[src/rtl/fetch_pkg.sv]
// fetch_pkg: shared widths and reset vector for the instruction-fetch stage
package fetch_pkg;
  localparam int ADDR_W = 15;
  localparam int DATA_W = 16;
  localparam logic [ADDR_W-1:0] RESET_VECTOR = '0;
endpackage

[src/rtl/fetch_fifo.sv]
// fetch_fifo: small circular instruction buffer with single-cycle flush
module fetch_fifo #(
  parameter int DEPTH = 2,
  parameter int W = 31,
  localparam int CW = $clog2(DEPTH + 1)
) (
  input  logic          clk,
  input  logic          reset,
  input  logic          push,
  input  logic          pop,
  input  logic          flush,
  input  logic [W-1:0]  din,
  output logic [W-1:0]  dout,
  output logic [CW-1:0] count,
  output logic          valid
);
  localparam int PW = $clog2(DEPTH);
  logic [W-1:0] mem [DEPTH];
  logic [PW-1:0] rd, wr;
  function automatic logic [PW-1:0] nxt(input logic [PW-1:0] p);
    return p == PW'(DEPTH - 1) ? '0 : p + 1'b1;
  endfunction
  assign dout = mem[rd];
  assign valid = count != '0;
  always_ff @(posedge clk or posedge reset)
    if (reset) begin
      rd <= '0;
      wr <= '0;
      count <= '0;
      for (int i = 0; i < DEPTH; i++) mem[i] <= '0;
    end else if (flush) begin
      rd <= '0;
      wr <= '0;
      count <= '0;
    end else begin
      if (push) begin
        mem[wr] <= din;
        wr <= nxt(wr);
      end
      if (pop) rd <= nxt(rd);
      count <= count + CW'(push) - CW'(pop);
    end
  // the issue rule upstream must keep a push from ever landing on a full buffer
  assert property (@(posedge clk) disable iff (reset)
    !(push && !pop && !flush && count == CW'(DEPTH)));
endmodule

[src/rtl/fetch_unit.sv]
// fetch_unit: PC sequencing, 1-cycle ROM issue/inflight tracking and jump redirect
module fetch_unit #(
  parameter int ADDR_W = fetch_pkg::ADDR_W,
  parameter int DATA_W = fetch_pkg::DATA_W,
  parameter int DEPTH = 2
) (
  input  logic              clk,
  input  logic              reset,
  input  logic              jump,
  input  logic [ADDR_W-1:0] jump_addr,
  output logic              rom_en,
  output logic [ADDR_W-1:0] rom_addr,
  input  logic [DATA_W-1:0] rom_data,
  output logic [DATA_W-1:0] instr,
  output logic [ADDR_W-1:0] instr_pc,
  output logic              instr_valid,
  input  logic              instr_ready
);
  localparam int CW = $clog2(DEPTH + 1);
  localparam logic [ADDR_W-1:0] RV = ADDR_W'(fetch_pkg::RESET_VECTOR);
  logic inflight, pop, issue;
  logic [ADDR_W-1:0] fetch_pc, inflight_pc;
  logic [CW-1:0] count;
  logic [CW:0] occ;
  logic [DATA_W+ADDR_W-1:0] head;
  assign pop = instr_valid & instr_ready;
  // occupancy after this edge counts the inflight word, so it can never overflow
  assign occ = {1'b0, count} + (CW+1)'(inflight) - (CW+1)'(pop);
  assign issue = occ < (CW+1)'(DEPTH);
  assign rom_en = !reset & (jump | issue);
  assign rom_addr = jump ? jump_addr : fetch_pc;
  assign {instr, instr_pc} = head;
  always_ff @(posedge clk or posedge reset)
    if (reset) begin
      fetch_pc <= RV;
      inflight <= 1'b0;
      inflight_pc <= RV;
    end else begin
      inflight <= rom_en;
      if (rom_en) begin
        inflight_pc <= rom_addr;
        fetch_pc <= rom_addr + 1'b1;
      end
    end
  fetch_fifo #(.DEPTH(DEPTH), .W(DATA_W + ADDR_W)) u_fifo (
    .clk(clk),
    .reset(reset),
    .push(inflight & !jump),
    .pop(pop),
    .flush(jump),
    .din({rom_data, inflight_pc}),
    .dout(head),
    .count(count),
    .valid(instr_valid)
  );
endmodule
[config.mk]
export PLATFORM = sky130hd
export DESIGN_NAME = fetch_unit
export DESIGN_NICKNAME = d
export VERILOG_FILES = /design/src/rtl/fetch_pkg.sv /design/src/rtl/fetch_fifo.sv /design/src/rtl/fetch_unit.sv
export SDC_FILE = /design/constraint.sdc
export NUM_CORES = 1
export LEC_CHECK = 0
export ABC_CLOCK_PERIOD_IN_PS = 3200
export CAP_MARGIN = 15
export CORE_UTILIZATION = 53
export CTS_CLUSTER_DIAMETER = 100
export CTS_CLUSTER_SIZE = 24
export DETAILED_ROUTE_END_ITERATION = 10
export GPL_ROUTABILITY_DRIVEN = 0
export PLACE_DENSITY_LB_ADDON = 0.1
export SYNTH_ARGS = -nofsm -noshare
export SYNTH_HDL_FRONTEND = slang
export SYNTH_HIERARCHICAL = 1
export SYNTH_SLANG_ARGS = --single-unit
[constraint.sdc]
create_clock -name clk -period 3.2 [get_ports clk]
set_clock_uncertainty 0.05 [all_clocks]
set_input_delay 0.64 -clock clk [delete_from_list [all_inputs] [get_ports clk]]
set_output_delay 0.64 -clock clk [all_outputs]
set_load 0.01 [all_outputs]
==> flow_summary.toml <==
[setup_path]
reg2reg_depth = 11
start_kind = "register"
cp.arrival_ns = 2.45
cp_max_fo = 2
worstPathCellList = "or2_4 > and2_4 > ha_4 > nor2b_4 > fa_2 > xor2_2 > a21oi_4 > or2_4 > inv_4 > buf_6"
criticalPathCategory = "register to output port"
rrSetupSlack_ns = 0.40
r2r-start = "u_fifo/count[0]$_DFF_PP0_"
cpPeakStageDelay_ns = 0.39
reg2reg_to = "inflight_pc[9]$_DFFE_PP0P_"
worst_setup_path_end_kind = "output port"
crit_path_frequent_cell = "or2_4"
cpMaxStageDelayCell = "dfrtp_1"
critical_path_required_ns = 2.51

[sta]
setup_viol = 0
min_period_ns = 3.14
fmax_ghz = 0.318
post-route-period-util_pct = 98.2
hold_viol_final = 0
rsz0062_at_grt = "true"
worstMarginPinSlew_ns = 0.451
setup_slack_ns = 0.0588
fin_setup_tns_ns = 0
drv_slew = 0
slew_headroom_pct = 69.9
whs_ns = 0.449

[clocking]
numCtsBuffers = 9
clockBufferDepth = 2
cts_root_buf = "clkbuf_8"
clk_pin_slew_worst_paths_ns = 0.09
cts_tree = "yes"
clk_latency_ns = 0.35
htree_levels = 3
clock_sinks = 97

[hold_path]
hold_start = "u_fifo/mem[53]$_DFFE_PP0P_"
min_path_type = "register to register"
hold_end = "u_fifo/mem[53]$_DFFE_PP0P_"
min_path_cells = 1

[floorplanning]
fp.dieH_um = 97.0
chipWidth_um = 97.0
die_area_um2 = 9410
boundaryPins = 83
start_util_pct = 54.9
placeableCoreArea_um2 = 8720
fp-row-count = 34

[placement]
dp_hpwl_um = 6480
io_buffer_count = 82
place_ws_ns = -0.544

[global_routing]
grt_pass1_wl_um = 16200
grt_max_degree = 34
antenna_found_initial = 0
grt.total_usage_pct = 21.5
grt_overflow = 0
grt_pass1_vias = 3168

[route]
wl_per_cell_um = 17.0
avgViaCountPerCell = 5.55
drcViolationCount = 0
num_vias = 3051
firstDrtPassIters = 4
first_iter_violations = 60
drt_wl_total_um = 9330
detail-route-antenna-nets = 0

[synth]
avgSynthCellArea_um2 = 14.0
synth_nets = 383
synth.distinct_cells = 50
seq_area_frac_synth_pct = 50.7
synth_seq_cells = 97
syn_inst = 343
async_flop_share_pct = 100
synth_edf_count = 0
ys_warn_count = 6
synth_top_flop_cell = "dfrtp_1"
syn_area_um2 = 4790

[finish]
antenna_cells = 0
nNetsFinal = 478
area_delta_synth_final_pct = 26.4
drive_gt1_share_pct = 40.3

[power]
vdd_drop_max_mv = 0.431
leakage_nw = 2.60
p_per_area_nw_per_um2 = 890

[run]
maxCapViolCount = 0

[status]
status = "finished, final reports clean"
sequential cells by signal, indices dropped and copies added (netlist names):
name          cells
inflight          1
u_fifo/wr         1
u_fifo/rd         1
u_fifo/count      2
u_fifo/mem       62
fetch_pc         15
inflight_pc      15
layer usage:
layer | up-vias | track usage, % | part of all wire (%)
met5 | - | 0 | 0
met4 | 0 | 6.54 | 1.1
met3 | 8 | 3.54 | 2.6
met2 | 49 | 35.9 | 52
met1 | 1558 | 29.0 | 44
li1 | 1436 | - | -
critical path: cells and delay by family (launching register included):
family | cells | cell delay [ns]
xor+xnor | 1 | 0.19
compound gates | 1 | 0.08
flops | 1 | 0.39
simple gates | 4 | 0.69
fa+ha+maj | 2 | 0.62
buf+inv | 2 | 0.14
through the flow:
stage                     instance area [µm²]  instances  utilization [%]  power (mW)
after global routing                     6050        550             69.4        5.73
after global placement                   5770        533             66.2        4.43
after detailed placement                 5770        533             66.2        4.51
after floorplan                          4790        343                -        3.48
after CTS                                6020        548             69.0        5.42
final                                    6050        550             69.4        5.38
cells by family after synthesis:
| logic type | synth area share, % |
|---|---|
| muxes | 30.0 |
| xor gates and xnor gates | 1.75 |
| buffers and inverters | 4.16 |
| adders and majority gates | 1.46 |
| and+or+nand+nor | 5.41 |
| AOI/OAI and AO/OA | 6.46 |
| DFF | 50.7 |
cells in the mapped netlist (all sizes together) (2+ instances only):
master / n / area share, %
xnor2: 5 / 0.91
and2: 4 / 0.52
nand3: 4 / 0.52
a21oi: 3 / 0.39
nor2b: 2 / 0.26
o21ai: 16 / 1.7
mux2: 125 / 30
nand4b: 2 / 0.37
o31ai: 9 / 1.6
and4: 6 / 1.1
a21boi: 3 / 0.47
dfrtp: 97 / 51
ha: 4 / 1.0
and3: 2 / 0.26
clkbuf: 3 / 0.24
or2: 2 / 0.26
a31oi: 5 / 0.65
nand4: 2 / 0.58
xor2: 2 / 0.37
nand3b: 2 / 0.31
inv: 11 / 0.91
buf: 16 / 3.0
nor2: 4 / 0.31
report_power, final:
group | switching [mW] | leakage [nW] | internal (mW) | total (mW)
sequential | 0.310 | 1.21 | 1.78 | 2.09
combinational | 0.949 | 1.30 | 1.49 | 2.44
clock | 0.411 | 0.0979 | 0.438 | 0.849
total | 1.67 | 2.60 | 3.71 | 5.38
placed cells by master, fill, tap and decap left out, types with 2 or more instances in the layout:
| cell type | synthesis | layout |
|---|---|---|
| mux2_1 | 7 | 7 |
| nand3_1 | 3 | 3 |
| o31ai_2 | 2 | 2 |
| ha_1 | 4 | 3 |
| and3_1 | 2 | 2 |
| clkinvlp_4 | 0 | 3 |
| nand4b_1 | 2 | 2 |
| buf_4 | 6 | 18 |
| and2_1 | 4 | 3 |
| dfrtp_1 | 97 | 97 |
| nand3b_1 | 2 | 2 |
| a31oi_1 | 5 | 5 |
| inv_2 | 1 | 3 |
| a21oi_1 | 2 | 2 |
| clkdlybuf4s50_1 | 0 | 80 |
| xnor2_1 | 5 | 5 |
| clkbuf_8 | 0 | 9 |
| a21boi_0 | 3 | 3 |
| bufinv_16 | 0 | 2 |
| mux2_2 | 116 | 116 |
| o21ai_0 | 16 | 16 |
| inv_1 | 9 | 7 |
| nor2_1 | 4 | 4 |
| o31ai_1 | 7 | 7 |
| or2_4 | 0 | 2 |
| and4_1 | 5 | 5 |
| mux2_4 | 2 | 2 |
| buf_12 | 2 | 3 |
final cells by class:
| cell class | count | area, µm² |
|---|---|---|
| sequential | 97 | 2430 |
| clock inverter | 6 | 91.3 |
| timing repair buffer | 103 | 1020 |
| multi-input combinational | 216 | 2210 |
| tap | 108 | 135 |
| inverter | 11 | 43.8 |
| clock buffer | 9 | 124 |
| fill | 638 | 2670 |
worst max-delay path by stage:
stage	start	end	cells after the start
3_5_place_dp	instr_ready	rom_en	10
3_3_place_gp	instr_ready	rom_en	10
5_1_grt	u_fifo/count[0]$_DFF_PP0_	rom_en	10
2_1_floorplan	u_fifo/count[1]$_DFF_PP0_	rom_en	11
4_1_cts	u_fifo/count[0]$_DFF_PP0_	rom_en	10
6_report	u_fifo/count[0]$_DFF_PP0_	rom_en	10
timing repair:
| action | CTS | global route |
|---|---|---|
| pin swaps | 6 | 4 |
| hold buffers | 0 | 0 |
| setup endpoints to repair | 1 | 1 |
| resized for setup | 15 | 2 |
| setup buffers | 0 | 2 |
| hold endpoints to repair | 0 | 0 |
Note: power is estimated with default switching activity, not from simulation.
